File: src/rtl/hazard_scoreboard.sv
// ID-stage hazard scoreboard: per-register cycles-until-forwardable countdowns driving stall/bubble.
// Optional stall/flush cycle counters are enabled with `define HAZARD_STALL_STATS_EN.
module hazard_scoreboard #(
    parameter int unsigned MUL_LAT = 3,
    parameter int unsigned CNT_W   = 3
) (
    input  logic       clk_i,
    input  logic       rst_i,
    input  logic       id_valid_i,
    input  logic [4:0] id_rsaddr_i,
    input  logic [4:0] id_rtaddr_i,
    input  logic       id_rs_used_i,
    input  logic       id_rt_used_i,
    input  logic       id_wb_i,
    input  logic [4:0] id_writeaddr_i,
    input  logic [1:0] id_lat_i,
    input  logic       flush_i,
    output logic       stall_o,
    output logic       ifid_write_o,
    output logic       idex_bubble_o,
    output logic       busy_o
`ifdef HAZARD_STALL_STATS_EN
    ,
    output logic [15:0] stall_cnt_o,
    output logic [15:0] flush_cnt_o
`endif
);

    localparam int unsigned NREG  = 32;
    localparam int unsigned AW    = 5;
    localparam int unsigned STATW = 16;
    localparam logic [1:0]  LAT_LOAD = 2'b01;
    localparam logic [1:0]  LAT_MUL  = 2'b10;

    logic [CNT_W-1:0] cnt_q [NREG];
    logic [CNT_W-1:0] cnt_d [NREG];

    logic [CNT_W-1:0] issue_val_c;
    logic [CNT_W-1:0] rs_cnt_c;
    logic [CNT_W-1:0] rt_cnt_c;
    logic [CNT_W-1:0] wr_cnt_c;
    logic             raw_c;
    logic             waw_c;
    logic             stall_c;
    logic             issue_c;
    logic             busy_c;

    // Hazard detection and issue decision for the instruction sitting in ID.
    always_comb begin
        issue_val_c = '0;
        case (id_lat_i)
            LAT_LOAD: issue_val_c = CNT_W'(1);
            LAT_MUL:  issue_val_c = CNT_W'(MUL_LAT - 1);
            default:  issue_val_c = '0;
        endcase

        rs_cnt_c = cnt_q[id_rsaddr_i];
        rt_cnt_c = cnt_q[id_rtaddr_i];
        wr_cnt_c = cnt_q[id_writeaddr_i];

        raw_c = id_valid_i &
                ((id_rs_used_i & (id_rsaddr_i != '0) & (rs_cnt_c != '0)) |
                 (id_rt_used_i & (id_rtaddr_i != '0) & (rt_cnt_c != '0)));
        // A younger write must not retire ahead of an older, slower one.
        waw_c = id_valid_i & id_wb_i & (id_writeaddr_i != '0) & (wr_cnt_c > issue_val_c);

        stall_c = (raw_c | waw_c) & ~flush_i;
        issue_c = id_valid_i & id_wb_i & (id_writeaddr_i != '0) & ~stall_c & ~flush_i;
    end

    // Countdown update: a fresh issue overrides the decrement on its own register.
    always_comb begin
        busy_c   = 1'b0;
        cnt_d[0] = '0;
        for (int unsigned r = 1; r < NREG; r++) begin
            cnt_d[r] = cnt_q[r];
            if (issue_c && (id_writeaddr_i == AW'(r))) begin
                cnt_d[r] = issue_val_c;
            end else if (cnt_q[r] != '0) begin
                cnt_d[r] = cnt_q[r] - CNT_W'(1);
            end
            busy_c = busy_c | (cnt_q[r] != '0);
        end
    end

    always_ff @(posedge clk_i) begin
        if (rst_i) begin
            for (int unsigned r = 0; r < NREG; r++) begin
                cnt_q[r] <= '0;
            end
        end else begin
            for (int unsigned r = 0; r < NREG; r++) begin
                cnt_q[r] <= cnt_d[r];
            end
        end
    end

    assign stall_o       = stall_c;
    assign ifid_write_o  = ~stall_c;
    assign idex_bubble_o = stall_c;
    assign busy_o        = busy_c;

`ifdef HAZARD_STALL_STATS_EN
    logic [STATW-1:0] stall_cnt_q;
    logic [STATW-1:0] stall_cnt_d;
    logic [STATW-1:0] flush_cnt_q;
    logic [STATW-1:0] flush_cnt_d;

    // Saturating event counters.
    always_comb begin
        stall_cnt_d = stall_cnt_q;
        flush_cnt_d = flush_cnt_q;
        if (stall_c && (stall_cnt_q != {STATW{1'b1}})) begin
            stall_cnt_d = stall_cnt_q + STATW'(1);
        end
        if (flush_i && (flush_cnt_q != {STATW{1'b1}})) begin
            flush_cnt_d = flush_cnt_q + STATW'(1);
        end
    end

    always_ff @(posedge clk_i) begin
        if (rst_i) begin
            stall_cnt_q <= '0;
            flush_cnt_q <= '0;
        end else begin
            stall_cnt_q <= stall_cnt_d;
            flush_cnt_q <= flush_cnt_d;
        end
    end

    assign stall_cnt_o = stall_cnt_q;
    assign flush_cnt_o = flush_cnt_q;
`endif

endmodule

File: config.mk
export PLATFORM = sky130hd
export DESIGN_NAME = hazard_scoreboard
export DESIGN_NICKNAME = d
export VERILOG_FILES = /design/src/rtl/hazard_scoreboard.sv
export SDC_FILE = /design/constraint.sdc
export NUM_CORES = 1
export LEC_CHECK = 0
export CAP_MARGIN = 20
export CORE_UTILIZATION = 55
export CTS_CLUSTER_DIAMETER = 40
export DETAILED_ROUTE_END_ITERATION = 8
export PLACE_DENSITY_LB_ADDON = 0.15
export REMOVE_ABC_BUFFERS = 1
export SLEW_MARGIN = 20
export SYNTH_ARGS = -nofsm -noshare
export SYNTH_HDL_FRONTEND = slang
export SYNTH_SLANG_ARGS = --single-unit
export TNS_END_PERCENT = 30
File: constraint.sdc
create_clock -name clk_i -period 9.4 [get_ports clk_i]
set_input_delay 2.82 -clock clk_i [delete_from_list [all_inputs] [get_ports clk_i]]
set_output_delay 2.82 -clock clk_i [all_outputs]
set_load 0.02 [all_outputs]
==> reports/metrics.cfg <==
[layout]
final_cell_mix = nor2_1, dfxtp_1, a21oi_1
final_common_cell = nor2_1
reg_top3 = cnt_q: 93 flops
drive_gt1_share_pct = 21.55
fill_cells = 1161
layout.nets = 872
fin_area_sq_um = 8362
largest_reg_flops = 93
top_register = cnt_q
final_util_pct = 62.65
areaGrowthSynthToFinish_pct = 9.900

[clock_tree]
cts_tree = done
max-clock-path-buffers = 2
h-tree-depth = 3
cts.clk_slew.worst_paths_ps = 60
cts_buffers = 9
clock-sinks = 93
cts-root-buf = clkbuf_16
post_cts_buffers = 0
worstSkewPairLatency_ps = 360

[global_routing]
gr-max-usage-layer = met2
use_met3_pct = 9.648
grt_pass1_vias = 6656
groute.layer.met2.usage_pct = 56.18
grt_pass1_wl_microns = 37790
grt_max_degree = 51
overflow = 0
antenna_found_initial = 1
gr-usage-all-layers_pct = 34.93
use_met1_pct = 44.05

[synth]
synth_top_cell_by_area = dfxtp_1
ys_ff_latch = 93
yosys_warnings = 0
synth.distinct_cells = 59
syn_inst = 808
synth_edf_count = 0
ys_async_sr_fraction_pct = 0
synthFlopType = dfxtp_1
syn-cell-area_sq_um = 7609
synth_top_area_share_pct = 24.47
syn_avg_cell_area_sq_um = 9.417
yosysSeqAreaShare_pct = 24.47
synthTopCellsByArea = dfxtp_1, mux2_4, nand4_4

[critical_path]
crit_arrival_ps = 6480
cp.required_ps = 6580
critical-path-top-delay-family = buffers and inverters
cp_slowest_cell = clkdlybuf4s50_1
worstSetupEndpointType = output pin
cp-start-kind = input pin
cpPeakStageDelay_ps = 600
crit_type = in -> out
crit_chain = clkdlybuf4s50_1 > buf_12 > mux4_2 > mux4_2 > mux2_2 > ha_1 > a21oi_1 > a21oi_1 > nor2_1 > a2bb2oi_4 > a31oi_2 > inv_1 > clkdlybuf4s50_1
cp_num_buf_inv = 4
cp_max_fo = 12

[routing]
dr.pass1.iters = 5
viasPerCell = 6.736
wl_per_cell_microns = 24.14
num_vias = 6756
drt-total-wl_microns = 24210
ant_nets = 0
drt_iter0_drc = 640
drc_errors = 0

[power_and_ir_drop]
power_leakage_nw = 2.998
peakVddDrop_v = 0.0001522
p_per_area_nw_per_um2 = 237.0

[worst_hold_path]
min_path_type = reg -> reg

[place]
place_congestion = 0.9628
portBuffers = 27
dpl_cell_area_sq_um = 8036
dp_hpwl_microns = 17520

[run_status]
status = finished, final reports clean

[floorplanning]
core_area_sq_um = 13350
fp.dieW_microns = 119.6
die_h_microns = 119.6
initial_core_util_pct = 57.00
dieArea_sq_um = 14310
rows = 42
pin_count = 28

[timing]
period_share_pct = 98.96
fin_crit_ps = 9302
skew_ps = 8.380
slew_headroom_pct = 33.95
hold_violations = 0
setup_viol = 0
fmax_ghz = 0.1075
whs_ps = 546.7
rsz0062_at_grt = false
worst_pin_slew_ps = 981.6
drv_slew = 0
fin_tns_setup_ps = 0

[flow_run]
cap_viol_max_count = 0

==> stage by stage <==
step	total power, mW	worst slack (ps)	std cells
4_1_cts	1.969	56.76	1002
6_report	1.982	97.71	1003
2_1_floorplan	1.286	-2864	756
3_3_place_gp	1.525	99.55	986
5_1_grt	2.101	26.63	1002
3_5_place_dp	1.562	75.90	986
==> worst register-to-register path, delay by kind of cell, from the launching register on <==
family / cells / cell delay [ps]
buffers and inverters: 1 / 740
and+or+nand+nor: 2 / 500
AOI/OAI and AO/OA: 3 / 360
DFF: 1 / 380
adders and majority gates: 1 / 310
muxes: 4 / 1630
==> routing by layer <==
metal,up-vias,part of all wire [%]
li1,3082,-
met1,3310,41
met2,303,47
met3,61,9.3
met4,0,3.3
met5,-,0
==> cell families (layout without fill, tap and decap cells) <==
family | after synthesis | in the layout | share of synthesized area (%)
mux | 99 | 99 | 21.25
simple gates | 331 | 331 | 29.58
flops | 93 | 93 | 24.47
buf+inv | 82 | 100 | 5.575
xor+xnor | 25 | 25 | 2.878
fa+ha+maj | 27 | 27 | 4.440
other cells | 0 | 1 | 0
compound gates | 151 | 151 | 11.81
==> what timing repair did <==
action / in CTS / in global routing
hold buffers: 0 / 0
gates resized for setup: 0 / 1
setup endpoints to repair: 0 / 3
endpoints found under the hold margin: 0 / 0
==> Yosys cell counts, types with 5 or more instances <==
master,number
or4_1,21
nor4_1,31
o21ai_0,44
a21oi_1,66
ha_1,27
dfxtp_1,93
mux2_2,8
nand4_4,29
nand4_1,9
nand2_1,25
nor2_1,96
nor3b_1,28
inv_1,30
or3_1,5
mux2i_1,7
nor2b_1,6
nor3_1,42
nand3b_1,7
xor2_1,25
mux2_4,58
nand3_1,6
and3b_1,5
mux4_2,26
clkbuf_1,28
a211oi_1,8
buf_2,9
nand2b_1,7
==> final cells by class <==
cell class	instances	area (sq um)	share of cell area, %
Clock buffer	10	229.0	2.738
Antenna cell	1	2.502	0.02993
Sequential cell	93	1862	22.27
Timing Repair Buffer	54	488.0	5.836
Multi-Input combinational cell	633	5360	64.10
Tap cell	176	220.2	2.634
Clock inverter	6	87.58	1.047
Inverter	30	112.6	1.347
==> power breakdown <==
part / internal [mW] / switching [mW]
combinational: 0.424 / 0.507
sequential: 0.491 / 0.157
clock: 0.233 / 0.170
==> final timing paths <==
kind | start | endpoint | slack, ps | cells past startpoint
min reg2reg | cnt_q[3][2]$_SDFFE_PP0P_ | cnt_q[3][2]$_SDFFE_PP0P_ | 550 | 1
max | id_writeaddr_i[1] | ifid_write_o | 100 | 13
max reg2reg | cnt_q[25][1]$_SDFFE_PP0P_ | cnt_q[27][0]$_SDFFE_PP0P_ | 5370 | 11
min | cnt_q[3][2]$_SDFFE_PP0P_ | cnt_q[3][2]$_SDFFE_PP0P_ | 550 | 1
No activity file was read; power rests on OpenSTA's default activity.
==> patch 1 (same flow settings) <==
The option `HAZARD_STALL_STATS_EN` is turned on by a define.
--- a/src/rtl/hazard_scoreboard.sv
+++ b/src/rtl/hazard_scoreboard.sv
@@ -2,2 +2,4 @@
 // Optional stall/flush cycle counters are enabled with `define HAZARD_STALL_STATS_EN.
+`define HAZARD_STALL_STATS_EN
+
 module hazard_scoreboard #(
New outputs: flush_cnt_o and stall_cnt_o. Function: not settled (the Yosys comparison gave no result); the edit may change what the design does.
==> patch 1 against the unedited design <==
  * Power grew 20%
  * Largest power group unchanged
  * Critical path depth grew 3
  * Synthesized cell count grew 19%
  * Worst setup slack gained 0.020 ns
  * Largest cell class unchanged
  * Routed wire length shrank 2.0%
  * Area after synthesis grew 8.9%
  * Non-clock buffer count grew 35
  * Design area grew 17%
  * Sequential cell count grew 32
  * Register-to-register slack lost 0.61 ns
==> patch 1: results <==
export IMPL_synthXorXnorAreaFrac_pct=4.12
export IMPL_clk_latency_ns=0.43
export IMPL_grt_use_total_pct=31.1
export IMPL_n_fill_cell=1199
export IMPL_p_seq_uw=782
export IMPL_nClkBuffers=22
export IMPL_clk_share_pct=6.57
export IMPL_status="finished clean"
export IMPL_p_clk_uw=721
export IMPL_ys_types=65
export IMPL_non_clock_buffer_count=89
export IMPL_crit_family="simple AND/OR/NAND/NOR gates"
export IMPL_yosys_top_cells_area="dfxtp_1, mux2_2, mux4_2"
export IMPL_multi_input_area_share_pct=55.8
export IMPL_numCtsBuffers=17
export IMPL_inv_count=32
export IMPL_grt_use_met3_pct=8.55
export IMPL_multi_input_gates=755
export IMPL_grt_use_met1_pct=40.5
export IMPL_met3_length_um=2280
export IMPL_synthAdderAreaFrac_pct=4.38
export IMPL_worst_r2r_setup_slack_ns=4.76
export IMPL_ys_seq_area_share_pct=30.2
export IMPL_seqPwrFrac_pct=32.9
export IMPL_ctsResizeCount=15
export IMPL_drive_gt1_share_pct=17.3
export IMPL_cts_sinks=125
export IMPL_p_leak_nw=3.63
export IMPL_reg2reg_from="cnt_q[29][1]$_SDFFE_PP0P_"
export IMPL_yosys_area_top_type_share_pct=30.2
export IMPL_clock_skew_ns=0.0114
export IMPL_reg2reg_depth=14
-- patch 1: cell count changes in the layout (fill, tap and decap cells not counted), moves of 15 or more --
| cell | before | now |
|---|---|---|
| nand3_1 | 6 | 28 |
| mux2_4 | 58 | 3 |
| nor2b_1 | 5 | 26 |
| nor2_1 | 95 | 135 |
| clkdlybuf4s50_1 | 25 | 53 |
| nor4_1 | 31 | 16 |
| dfxtp_1 | 93 | 125 |
| nor3b_1 | 28 | 8 |
| nand4_4 | 29 | 0 |
| mux2_2 | 8 | 60 |
-- patch 1: metrics by stage --
stage	setup slack [ns]	area [um^2]	setup TNS, ns	cells
floorplan	0.476	8070	0	912
global placement	-0.410	9110	-1.18	1184
detailed placement	-0.468	9110	-1.35	1184
CTS	0.0525	9780	0	1217
global route	-0.0259	9800	-0.0513	1217
finish	0.118	9800	0	1217
-- patch 1: worst min-delay path by stage --
| stage | from | end | slack [ns] | cells past startpoint |
|---|---|---|---|---|
| final | stall_cnt_o[1]$_SDFFE_PP0P_ | stall_cnt_o[1]$_SDFFE_PP0P_ | 0.52 | 2 |
| after global routing | cnt_q[4][2]$_SDFFE_PP0P_ | cnt_q[4][2]$_SDFFE_PP0P_ | 0.54 | 1 |
| after CTS | cnt_q[6][2]$_SDFFE_PP0P_ | cnt_q[6][2]$_SDFFE_PP0P_ | 0.52 | 1 |
| after global placement | flush_cnt_o[1]$_SDFFE_PP0P_ | flush_cnt_o[1]$_SDFFE_PP0P_ | 0.49 | 2 |
| after floorplan | cnt_q[3][2]$_SDFFE_PP0P_ | cnt_q[3][2]$_SDFFE_PP0P_ | 0.48 | 1 |
| after detailed placement | flush_cnt_o[1]$_SDFFE_PP0P_ | flush_cnt_o[1]$_SDFFE_PP0P_ | 0.50 | 2 |
==> patch 2 (config.mk and constraints unchanged) <==
Without the edit above. Set the localparam `NREG` to 64 (it was 32).
--- a/src/rtl/hazard_scoreboard.sv
+++ b/src/rtl/hazard_scoreboard.sv
@@ -28,3 +28,3 @@
 
-    localparam int unsigned NREG  = 32;
+    localparam int unsigned NREG  = 64;
     localparam int unsigned AW    = 5;
Function: not settled (the Yosys comparison gave no result); the edit may change what the design does.
==> patch 2 against the unedited design <==
  * Cell count up 65%
  * Power up 82%
  * Routed wire length up 43%
  * Register-to-register slack worse by 0.45 ns
  * Sequential power up 94%
  * Design area up 53%
  * Area after synthesis up 53%
  * Critical path type unchanged
  * Sequential cell count up 96
  * Count of clock-buffer cells in the layout up 11
  * Critical path depth up 1
  * Worst setup slack better by 0.33 ns
==> patch 2: results <==
export IMPL_status="finished clean"
export IMPL_place_gp_congestion=0.974
export IMPL_drive_gt1_share_pct=14.8
export IMPL_nNetsFinal=1460
export IMPL_p_leak_nw=4.93
export IMPL_place_inst=1627
export IMPL_clk_latency_ns=0.44
export IMPL_routedWlPerCell_um=20.9
export IMPL_ys_seq_area_share_pct=32.5
export IMPL_dp_slack_ns=0.0319
export IMPL_postSynthAreaPerCell_um2=8.48
export IMPL_antenna_found_initial=0
export IMPL_yosys_top_cells_area="dfxtp_1, mux2_2, ha_1"
export IMPL_clock_skew_ns=0.0104
export IMPL_reg2reg_depth=12
export IMPL_whs_endpoint="cnt_q[6][2]$_SDFFE_PP0P_"
export IMPL_diodes=0
export IMPL_grt_pass1_vias=9581
export IMPL_reg2reg_from="cnt_q[15][1]$_SDFFE_PP0P_"
export IMPL_grt_first_pass_wirelength_um=53700
export IMPL_n_fill_cell=1824
export IMPL_slew_headroom_pct=28.2
export IMPL_vdd_drop_max_uv=160
export IMPL_port_buffers=27
export IMPL_synthTopCellsByCount="dfxtp_1, nor2_1, a21oi_1"
export IMPL_reg_top3="cnt_q (189)"
export IMPL_whs_ns=0.485
export IMPL_grt_use_total_pct=32.2
export IMPL_post_dp_cell_area_um2=12200
export IMPL_critPathMaxFanout=3
export IMPL_synthArstFlopShare_pct=0
export IMPL_wl_um=34700
export IMPL_ys_types=63
export IMPL_area_growth_pct=9.86
export IMPL_drt_iter0_markers=1001
export IMPL_numCtsBuffers=17
export IMPL_dr_pass1_iters=6
export IMPL_grt_max_degree=91
export IMPL_min_from="cnt_q[6][2]$_SDFFE_PP0P_"
export IMPL_r2r_end="cnt_q[12][1]$_SDFFE_PP0P_"
export IMPL_htreeDepth=4
export IMPL_vias_per_cell=6.44
export IMPL_worst_r2r_setup_slack_ns=4.92
export IMPL_dp_hpwl_um=25200
==> patch 2: layout make-up <==
| type | instances | area share (%) |
|---|---|---|
| timing repair buffer | 60 | 4.10 |
| tap | 270 | 2.64 |
| clock buffer | 21 | 3.68 |
| inverter | 69 | 2.03 |
| sequential | 189 | 29.6 |
| clock inverter | 8 | 0.862 |
| multi-input combinational | 1040 | 57.1 |
==> patch 2: cell families (layout without fill, tap and decap cells) <==
family,after synthesis,after routing,synth area share (%)
adder cells (fa/ha/maj),59,59,6.35
AO/OA/AOI/OAI,290,290,15.2
multiplexers,134,134,15.0
AND/OR/NAND/NOR,500,500,21.7
buffers and inverters,142,158,4.91
XOR/XNOR,57,57,4.29
flip-flops,189,189,32.5
==> patch 2: what timing repair did <==
item | in CTS | in global routing
resized for setup | 0 | 5
buffers inserted | 0 | 0
endpoints found under the setup margin | 0 | 3
==> patch 2: worst max path at each step <==
stage / slack, ns / cells after the start / to
2_1_floorplan: 0.80 / 11 / idex_bubble_o
3_3_place_gp: 0.08 / 14 / ifid_write_o
3_5_place_dp: 0.03 / 14 / ifid_write_o
4_1_cts: 0.002 / 14 / ifid_write_o
5_1_grt: 0.26 / 15 / idex_bubble_o
6_report: 0.42 / 14 / idex_bubble_o
==> patch 2: power breakdown <==
| part | switching [mW] | internal (mW) | total [mW] |
|---|---|---|---|
| clock network | 0.327 | 0.412 | 0.738 |
| logic | 0.887 | 0.723 | 1.61 |
| registers | 0.240 | 1.02 | 1.26 |
| total | 1.45 | 2.16 | 3.61 |
==> patch 2: per-layer routing <==
layer / vias up / part of all wire, % / global-route usage (%)
met2: 498 / 44 / 49.9
met1: 5063 / 44 / 44.0
met3: 73 / 9.4 / 7.22
li1: 5039 / - / -
met5: - / 0 / 0
met4: 0 / 2.9 / 11.2
==> patch 2: worst max-delay path: stages <==
cell,delay (ns)
clkdlybuf4s50_1,0.56
mux2_2,0.37
a22o_1,0.20
mux4_2,0.47
mux2_2,0.28
ha_1,0.31
a21oi_1,0.15
a221o_1,0.13
o211ai_1,0.14
nor2_1,0.18
nand2_1,0.10
o21ai_1,0.18
inv_1,0.07
dlymetal6s2s_1,0.20
